File: config.mk
export PLATFORM = sky130hd
export DESIGN_NAME = pes_seqgen
export DESIGN_NICKNAME = d
export VERILOG_FILES = /design/src/rtl/pes_seqgen_pkg.sv /design/src/rtl/pes_piso_shreg.sv /design/src/rtl/pes_seqgen.sv
export SDC_FILE = /design/constraint.sdc
export NUM_CORES = 1
export LEC_CHECK = 0
export BUFFER_PORTS_ARGS = -buffer_cell sky130_fd_sc_hd__buf_2
export CAP_MARGIN = 20
export CORE_MARGIN = 4
export CORE_UTILIZATION = 45
export DETAILED_ROUTE_END_ITERATION = 12
export GPL_TIMING_DRIVEN = 0
export PLACE_DENSITY = 0.71
export SYNTH_ARGS = -nofsm -noshare
export SYNTH_HDL_FRONTEND = slang
export SYNTH_SLANG_ARGS = --single-unit
File: constraint.sdc
create_clock -name clock -period 6.8 [get_ports clock]
set_input_delay 1.02 -clock clock [delete_from_list [all_inputs] [get_ports clock]]
set_output_delay 1.02 -clock clock [all_outputs]
set_load 0.01 [all_outputs]
File: src/rtl/pes_seqgen_pkg.sv
// Shared types, defaults and the length-clamp helper for the pes_seqgen serial transmitter.
package pes_seqgen_pkg;

    typedef enum logic [1:0] {
        IDLE   = 2'd0,
        SHIFT  = 2'd1,
        GAP_ST = 2'd2
    } state_e;

    localparam int WIDTH_DEF = 8;
    localparam int GAP_DEF   = 1;
    localparam int REP_W_DEF = 4;

    // Lengths beyond the shifter width are truncated to the full width.
    function automatic int unsigned clamp_len(input int unsigned len, input int unsigned width);
        return (len > width) ? width : len;
    endfunction

endpackage

File: src/rtl/pes_piso_shreg.sv
// Parallel-in serial-out shift register; a load left-justifies the low len bits so the MSB output
// presents frame bit len-1 first.
module pes_piso_shreg
    import pes_seqgen_pkg::*;
#(
    parameter int WIDTH = WIDTH_DEF,
    parameter int LEN_W = $clog2(WIDTH + 1)
) (
    input  logic             clock,
    input  logic             reset,
    input  logic             load,
    input  logic             shift_en,
    input  logic [WIDTH-1:0] load_data,
    input  logic [LEN_W-1:0] load_len,
    output logic             ser_out
);

    logic [WIDTH-1:0] shreg_q;
    logic [WIDTH-1:0] shreg_d;

    always_comb begin
        shreg_d = shreg_q;
        if (load) begin
            shreg_d = load_data << (LEN_W'(WIDTH) - load_len);
        end else if (shift_en) begin
            shreg_d = shreg_q << 1;
        end
    end

    always_ff @(posedge clock) begin
        if (reset) begin
            shreg_q <= '0;
        end else begin
            shreg_q <= shreg_d;
        end
    end

    assign ser_out = shreg_q[WIDTH-1];

endmodule

File: src/rtl/pes_seqgen.sv
// Serial frame transmitter: accepts a parallel frame on a valid/ready port and shifts it out
// MSB-first, optionally repeating it with a zero gap between repetitions.
//
//  state  | meaning
//  IDLE   | line held at 0, waiting for a frame
//  SHIFT  | frame bits on sequence_out, one per clock
//  GAP_ST | zero bits between repetitions
module pes_seqgen
    import pes_seqgen_pkg::*;
#(
    parameter int WIDTH = WIDTH_DEF,
    parameter int GAP   = GAP_DEF,
    parameter int REP_W = REP_W_DEF,
    localparam int LEN_W = $clog2(WIDTH + 1)
) (
    input  logic             clock,
    input  logic             reset,
    input  logic             load_valid,
    output logic             load_ready,
    input  logic [WIDTH-1:0] load_data,
    input  logic [LEN_W-1:0] load_len,
    input  logic [REP_W-1:0] load_repeat,
    output logic             sequence_out,
    output logic             busy,
    output logic             frame_done
);

    localparam logic [1:0] S_IDLE  = IDLE;
    localparam logic [1:0] S_SHIFT = SHIFT;
    localparam logic [1:0] S_GAP   = GAP_ST;

    localparam int GAP_CW     = (GAP > 0) ? $clog2(GAP + 1) : 1;
    localparam int GAP_INIT_I = (GAP > 0) ? GAP - 1 : 0;

    logic [1:0]       state_q,   state_d;
    logic [LEN_W-1:0] bit_cnt_q, bit_cnt_d;
    logic [REP_W-1:0] rep_cnt_q, rep_cnt_d;
    logic [GAP_CW-1:0] gap_cnt_q, gap_cnt_d;
    logic [WIDTH-1:0] frame_q,   frame_d;
    logic [LEN_W-1:0] len_q,     len_d;

    logic             sh_load;
    logic             sh_shift;
    logic [WIDTH-1:0] sh_data;
    logic [LEN_W-1:0] sh_len;
    logic             ser_bit;

    logic             last_bit;
    logic             accept;
    logic             new_start;
    logic [LEN_W-1:0] len_c;

    assign len_c     = LEN_W'(clamp_len(32'(load_len), WIDTH));
    assign last_bit  = (state_q == S_SHIFT) && (bit_cnt_q == '0);
    assign load_ready = (state_q == S_IDLE) || (last_bit && (rep_cnt_q == '0));
    assign accept    = load_valid && load_ready;
    // A zero-length frame completes the handshake but never leaves IDLE.
    assign new_start = accept && (len_c != '0);

    always_comb begin
        state_d   = state_q;
        bit_cnt_d = bit_cnt_q;
        rep_cnt_d = rep_cnt_q;
        gap_cnt_d = gap_cnt_q;
        frame_d   = frame_q;
        len_d     = len_q;
        sh_load   = 1'b0;
        sh_shift  = 1'b0;
        sh_data   = frame_q;
        sh_len    = len_q;

        case (state_q)
            S_IDLE: begin
                state_d = S_IDLE;
            end
            S_SHIFT: begin
                if (bit_cnt_q != '0) begin
                    sh_shift  = 1'b1;
                    bit_cnt_d = bit_cnt_q - LEN_W'(1);
                end else if (rep_cnt_q != '0) begin
                    rep_cnt_d = rep_cnt_q - REP_W'(1);
                    if (GAP > 0) begin
                        state_d   = S_GAP;
                        gap_cnt_d = GAP_CW'(GAP_INIT_I);
                    end else begin
                        sh_load   = 1'b1;
                        bit_cnt_d = len_q - LEN_W'(1);
                    end
                end else begin
                    state_d = S_IDLE;
                end
            end
            S_GAP: begin
                if (gap_cnt_q == '0) begin
                    state_d   = S_SHIFT;
                    sh_load   = 1'b1;
                    bit_cnt_d = len_q - LEN_W'(1);
                end else begin
                    gap_cnt_d = gap_cnt_q - GAP_CW'(1);
                end
            end
            default: begin
                state_d = S_IDLE;
            end
        endcase

        // new_start is only possible in IDLE or on the final bit, so it overrides the exit to IDLE.
        if (new_start) begin
            state_d   = S_SHIFT;
            frame_d   = load_data;
            len_d     = len_c;
            rep_cnt_d = load_repeat;
            bit_cnt_d = len_c - LEN_W'(1);
            sh_load   = 1'b1;
            sh_data   = load_data;
            sh_len    = len_c;
        end
    end

    always_ff @(posedge clock) begin
        if (reset) begin
            state_q   <= S_IDLE;
            bit_cnt_q <= '0;
            rep_cnt_q <= '0;
            gap_cnt_q <= '0;
            frame_q   <= '0;
            len_q     <= '0;
        end else begin
            state_q   <= state_d;
            bit_cnt_q <= bit_cnt_d;
            rep_cnt_q <= rep_cnt_d;
            gap_cnt_q <= gap_cnt_d;
            frame_q   <= frame_d;
            len_q     <= len_d;
        end
    end

    pes_piso_shreg #(
        .WIDTH (WIDTH),
        .LEN_W (LEN_W)
    ) u_shreg (
        .clock     (clock),
        .reset     (reset),
        .load      (sh_load),
        .shift_en  (sh_shift),
        .load_data (sh_data),
        .load_len  (sh_len),
        .ser_out   (ser_bit)
    );

    assign sequence_out = (state_q == S_SHIFT) && ser_bit;
    assign busy         = (state_q != S_IDLE);
    assign frame_done   = last_bit;

endmodule
==> flow_results.org <==
** Route
- The routed design uses 249 um of met3 wire.
- Drt initial violations :: 128
- Number of nets with antenna violations after detailed routing :: 0
- Wire length per cell :: 15.4 um
- Top layer in use :: met4
- Detail Route met2 WL :: 2.19 mm
- Final WL :: 4.94 mm
- Via density :: 5.90
- Met1 wire length :: 2.43 mm
- The routed layout has 1893 vias.
- Count of TritonRoute iterations in the first routing pass :: 4
- Post-route DRC violation count :: 0

** Power and ir drop
- Internal power comes to 0.458 mW.
- Part of the total power dissipated in sequential elements :: 31.6%
- The share of total power dissipated in the clock network is 22.5%.
- Combinational cell fraction of total power :: 46.0%
- Proportion of total power due to net switching :: 39.9%
- Across the VDD grid, the largest voltage drop is 0.148 mV.
- Switching Power :: 0.304 mW
- Reported leakage power :: 0.838 nW
- P per Cell Area :: 339 mW/mm2

** Setup path
- In this run the worst path has a maximum fanout of 10.
- Worst Setup End Kind :: flip-flop
- Startpoint class of the critical path :: input port
- CP Class :: input port to flip-flop
- Data on the critical path is required at its endpoint by 6.97 ns.
- Data on the critical path arrives at its endpoint at 4.03 ns.

** Placement
- Including well taps, the total number of placed cells is 313.
- Number of input and output port buffers inserted :: 20
- Placed Instance Area :: 0.00214 mm2
- Once detailed placement completed, the half-perimeter wirelength came to 3.77 mm.
- Final GP Congestion :: 0.889

** Floorplanning
- The floorplan step defined a die boundary enclosing 0.00551 mm2.
- For this configuration, the core starts out at a cell density of 48.0%.
- After floorplanning, the core was sized to cover 0.00412 mm2.
- Top-level I/O count :: 23
- Die Width :: 74.3 um
- After floorplanning, the core was divided into 23 placement rows.
- Die height :: 74.3 um

** Clocking
- CTS tree :: built
- At the later pin of the worst-skew pair, clock insertion delay measures 0.29 ns.
- Clock transition at the register clock pins on the worst setup and hold paths after CTS :: 0.06 ns
- CTS placed an instance of clkbuf_8 at the clock tree root.
- Num Clock Sinks :: 30
- CTS built an H-tree with a depth of 2.
- Post-CTS Setup Repair Bufs :: 0
- In this run, post-CTS repair resized a total of 0 instances.
- Buffers from clock root to sink, at most :: 2
- TritonCTS Buffers :: 5
- For this design, the CTS-stage hold fixing added 0 buffers.

** Global route
- Entering global routing, the biggest net connects 11 pins.
- Number of global-route vias before repair :: 1651
- Total routing resource utilization after global routing :: 19.1%
- First-pass GRT wire length :: 8.11 mm
- The number of antenna violations at the first check in global routing was 0.
- GR Overflow Total :: 0

** Logic synthesis
- The synthesized design devotes to its leading area cell type 30.4% of total area.
- Cell count after synthesis :: 243
- A synthesized cell averages 8.13 um2.
- Number of warnings printed during yosys synthesis :: 0
- Number of flops mapped to enable cells by yosys :: 0
- After synthesis, flip-flops and latches occupy 30.4% of the total area.
- Synthesized Nets :: 265
- Summing every instance area after synthesis gives 0.00198 mm2.
- Area contributors post-synth :: dfxtp_1, mux2i_1, a21oi_1
- After synthesis, the netlist uses 55 different library cells.
- Of all cell types, the one taking the most synthesized area is dfxtp_1.
- Number of flip-flops and latches in the synthesized netlist :: 30
- After synthesis, the share of flip-flops with an asynchronous set or reset is 0%.
- Top FF cell, synth :: dfxtp_1

** Timing
- Transition time of the tightest slew-check pin :: 0.821 ns
- The worst pin sits at a relative slew slack of 44.7%.
- Fmax :: 0.259 GHz
- Fin. Hold Viols :: 0
- Part of the cycle the worst path needs :: 56.8%
- Setup violations remaining at the end of the flow were counted as 0.
- Setup Total Neg Slack :: 0 ns
- The routed design could run at a clock period as short as 3.86 ns.
- Between clock sinks in the finished design, the worst skew comes to 0.00308 ns.
- The number of pins exceeding their max-slew limit in the final report was 0.
- Setup repair after global routing left no endpoint under its margin.

** Worst hold path
- In this run the worst hold path is classified as flip-flop to flip-flop.

** Cells and area
- Relative area change from synthesis to final layout :: 13.8%
- Util after Layout :: 54.6%
- Antenna diodes :: 0
- Non-filler cells, final :: 321
- Cells with a size suffix above 1 make up 17.0% of the layout.
- After the last flow step, the layout net total stands at 292.
- The finished cells cover 0.00225 mm2.

** Status
- Run status :: finished clean

** Flow run
- Across the run, the number of max-cap violations was 0.
==> placed cells by master (no fill, tap or decap), drive strengths merged, types with 4 or more instances in the layout <==
master / Yosys / layout
dfxtp: 30 / 30
clkbuf: 10 / 18
nor4: 4 / 4
mux2i: 24 / 24
nand2: 26 / 26
nand2b: 4 / 4
nor3: 5 / 5
nand3: 7 / 7
a211oi: 9 / 9
buf: 4 / 24
inv: 6 / 6
o22ai: 4 / 4
a21oi: 25 / 25
xnor2: 5 / 5
o21ai: 6 / 6
nor2: 26 / 26
==> layer usage <==
metal	global-route usage, %	vias to the layer above
met5	0	-
met4	6.52	0
met3	4.32	8
met2	28.6	39
met1	27.0	898
li1	-	948
==> sequential cells by signal, indices dropped and copies added, names as in the netlist <==
name	count
bit_cnt_q	4
u_shreg.shreg_q	8
len_q	4
rep_cnt_q	4
state_q	2
frame_q	8
==> area by class of cell <==
| type | count | area (um2) |
|---|---|---|
| clock buffer | 8 | 110 |
| multi-input combinational | 192 | 1290 |
| tap | 50 | 62.6 |
| inverter | 7 | 31.3 |
| timing repair buffer | 20 | 100 |
| sequential | 30 | 601 |
| buffer | 14 | 56.3 |
| fill | 392 | 1870 |
==> stage by stage <==
| step | hold WS (ns) | worst slack, ns | total power, mW |
|---|---|---|---|
| detailed placement | 0.472 | 2.70 | 0.591 |
| floorplan | 0.436 | 3.21 | 0.510 |
| global route | 0.500 | 2.75 | 0.815 |
| finish | 0.474 | 2.94 | 0.762 |
| CTS | 0.480 | 2.99 | 0.764 |
| global placement | 0.462 | 2.66 | 0.586 |
==> synthesized netlist by cell type, types with 3 or more instances <==
| library cell | number |
|---|---|
| a211oi_1 | 8 |
| a21oi_1 | 24 |
| a221oi_1 | 3 |
| and2_1 | 3 |
| buf_2 | 3 |
| clkbuf_1 | 10 |
| dfxtp_1 | 30 |
| ha_1 | 3 |
| inv_1 | 6 |
| mux2i_1 | 24 |
| nand2_1 | 25 |
| nand2b_1 | 4 |
| nand3_1 | 7 |
| nand4_1 | 3 |
| nor2_1 | 25 |
| nor2b_1 | 3 |
| nor3_1 | 5 |
| nor4_1 | 3 |
| o21ai_0 | 6 |
| o22ai_1 | 4 |
| xnor2_1 | 5 |
==> worst max-delay path, cell delays in order <==
cell and delay, ns:
clkbuf_1 0.31, o41a_1 0.26, buf_2 0.25, nand2_2 0.18
buf_2 0.24, a21oi_1 0.24, ha_1 0.32, xor2_1 0.24
mux4_2 0.33, a21oi_1 0.22, nor3_1 0.06, or3_1 0.35
==> cell families after synthesis <==
kind of cell               count (synthesis)  synth area share (%)
DFF                                       30                  30.4
and+or+nand+nor                           90                  22.8
AOI/OAI and AO/OA                         65                  22.9
xor gates and xnor gates                   7                  3.10
adders and majority gates                  3                  1.90
buffers and inverters                     21                  4.43
muxes                                     27                  14.4
==> power by group through the flow <==
| stage | logic, mW | registers [mW] | clock network, mW |
|---|---|---|---|
| 2_1_floorplan | 0.275 | 0.235 | 0 |
| 3_3_place_gp | 0.343 | 0.242 | 0 |
| 3_5_place_dp | 0.348 | 0.244 | 0 |
| 4_1_cts | 0.349 | 0.240 | 0.175 |
| 5_1_grt | 0.388 | 0.244 | 0.183 |
| 6_report | 0.350 | 0.241 | 0.171 |
==> final timing paths <==
kind                                   start                  to  slack [ns]  cells after the start
worst max-delay path             load_len[3]  u_shreg.shreg_q[5]        2.94                     12
worst min-delay path              frame_q[7]          frame_q[7]        0.47                      2
worst max register to register  rep_cnt_q[0]  u_shreg.shreg_q[5]        2.99                     14
worst min register to register    frame_q[7]          frame_q[7]        0.47                      2
(Power assumes the default switching activity.)
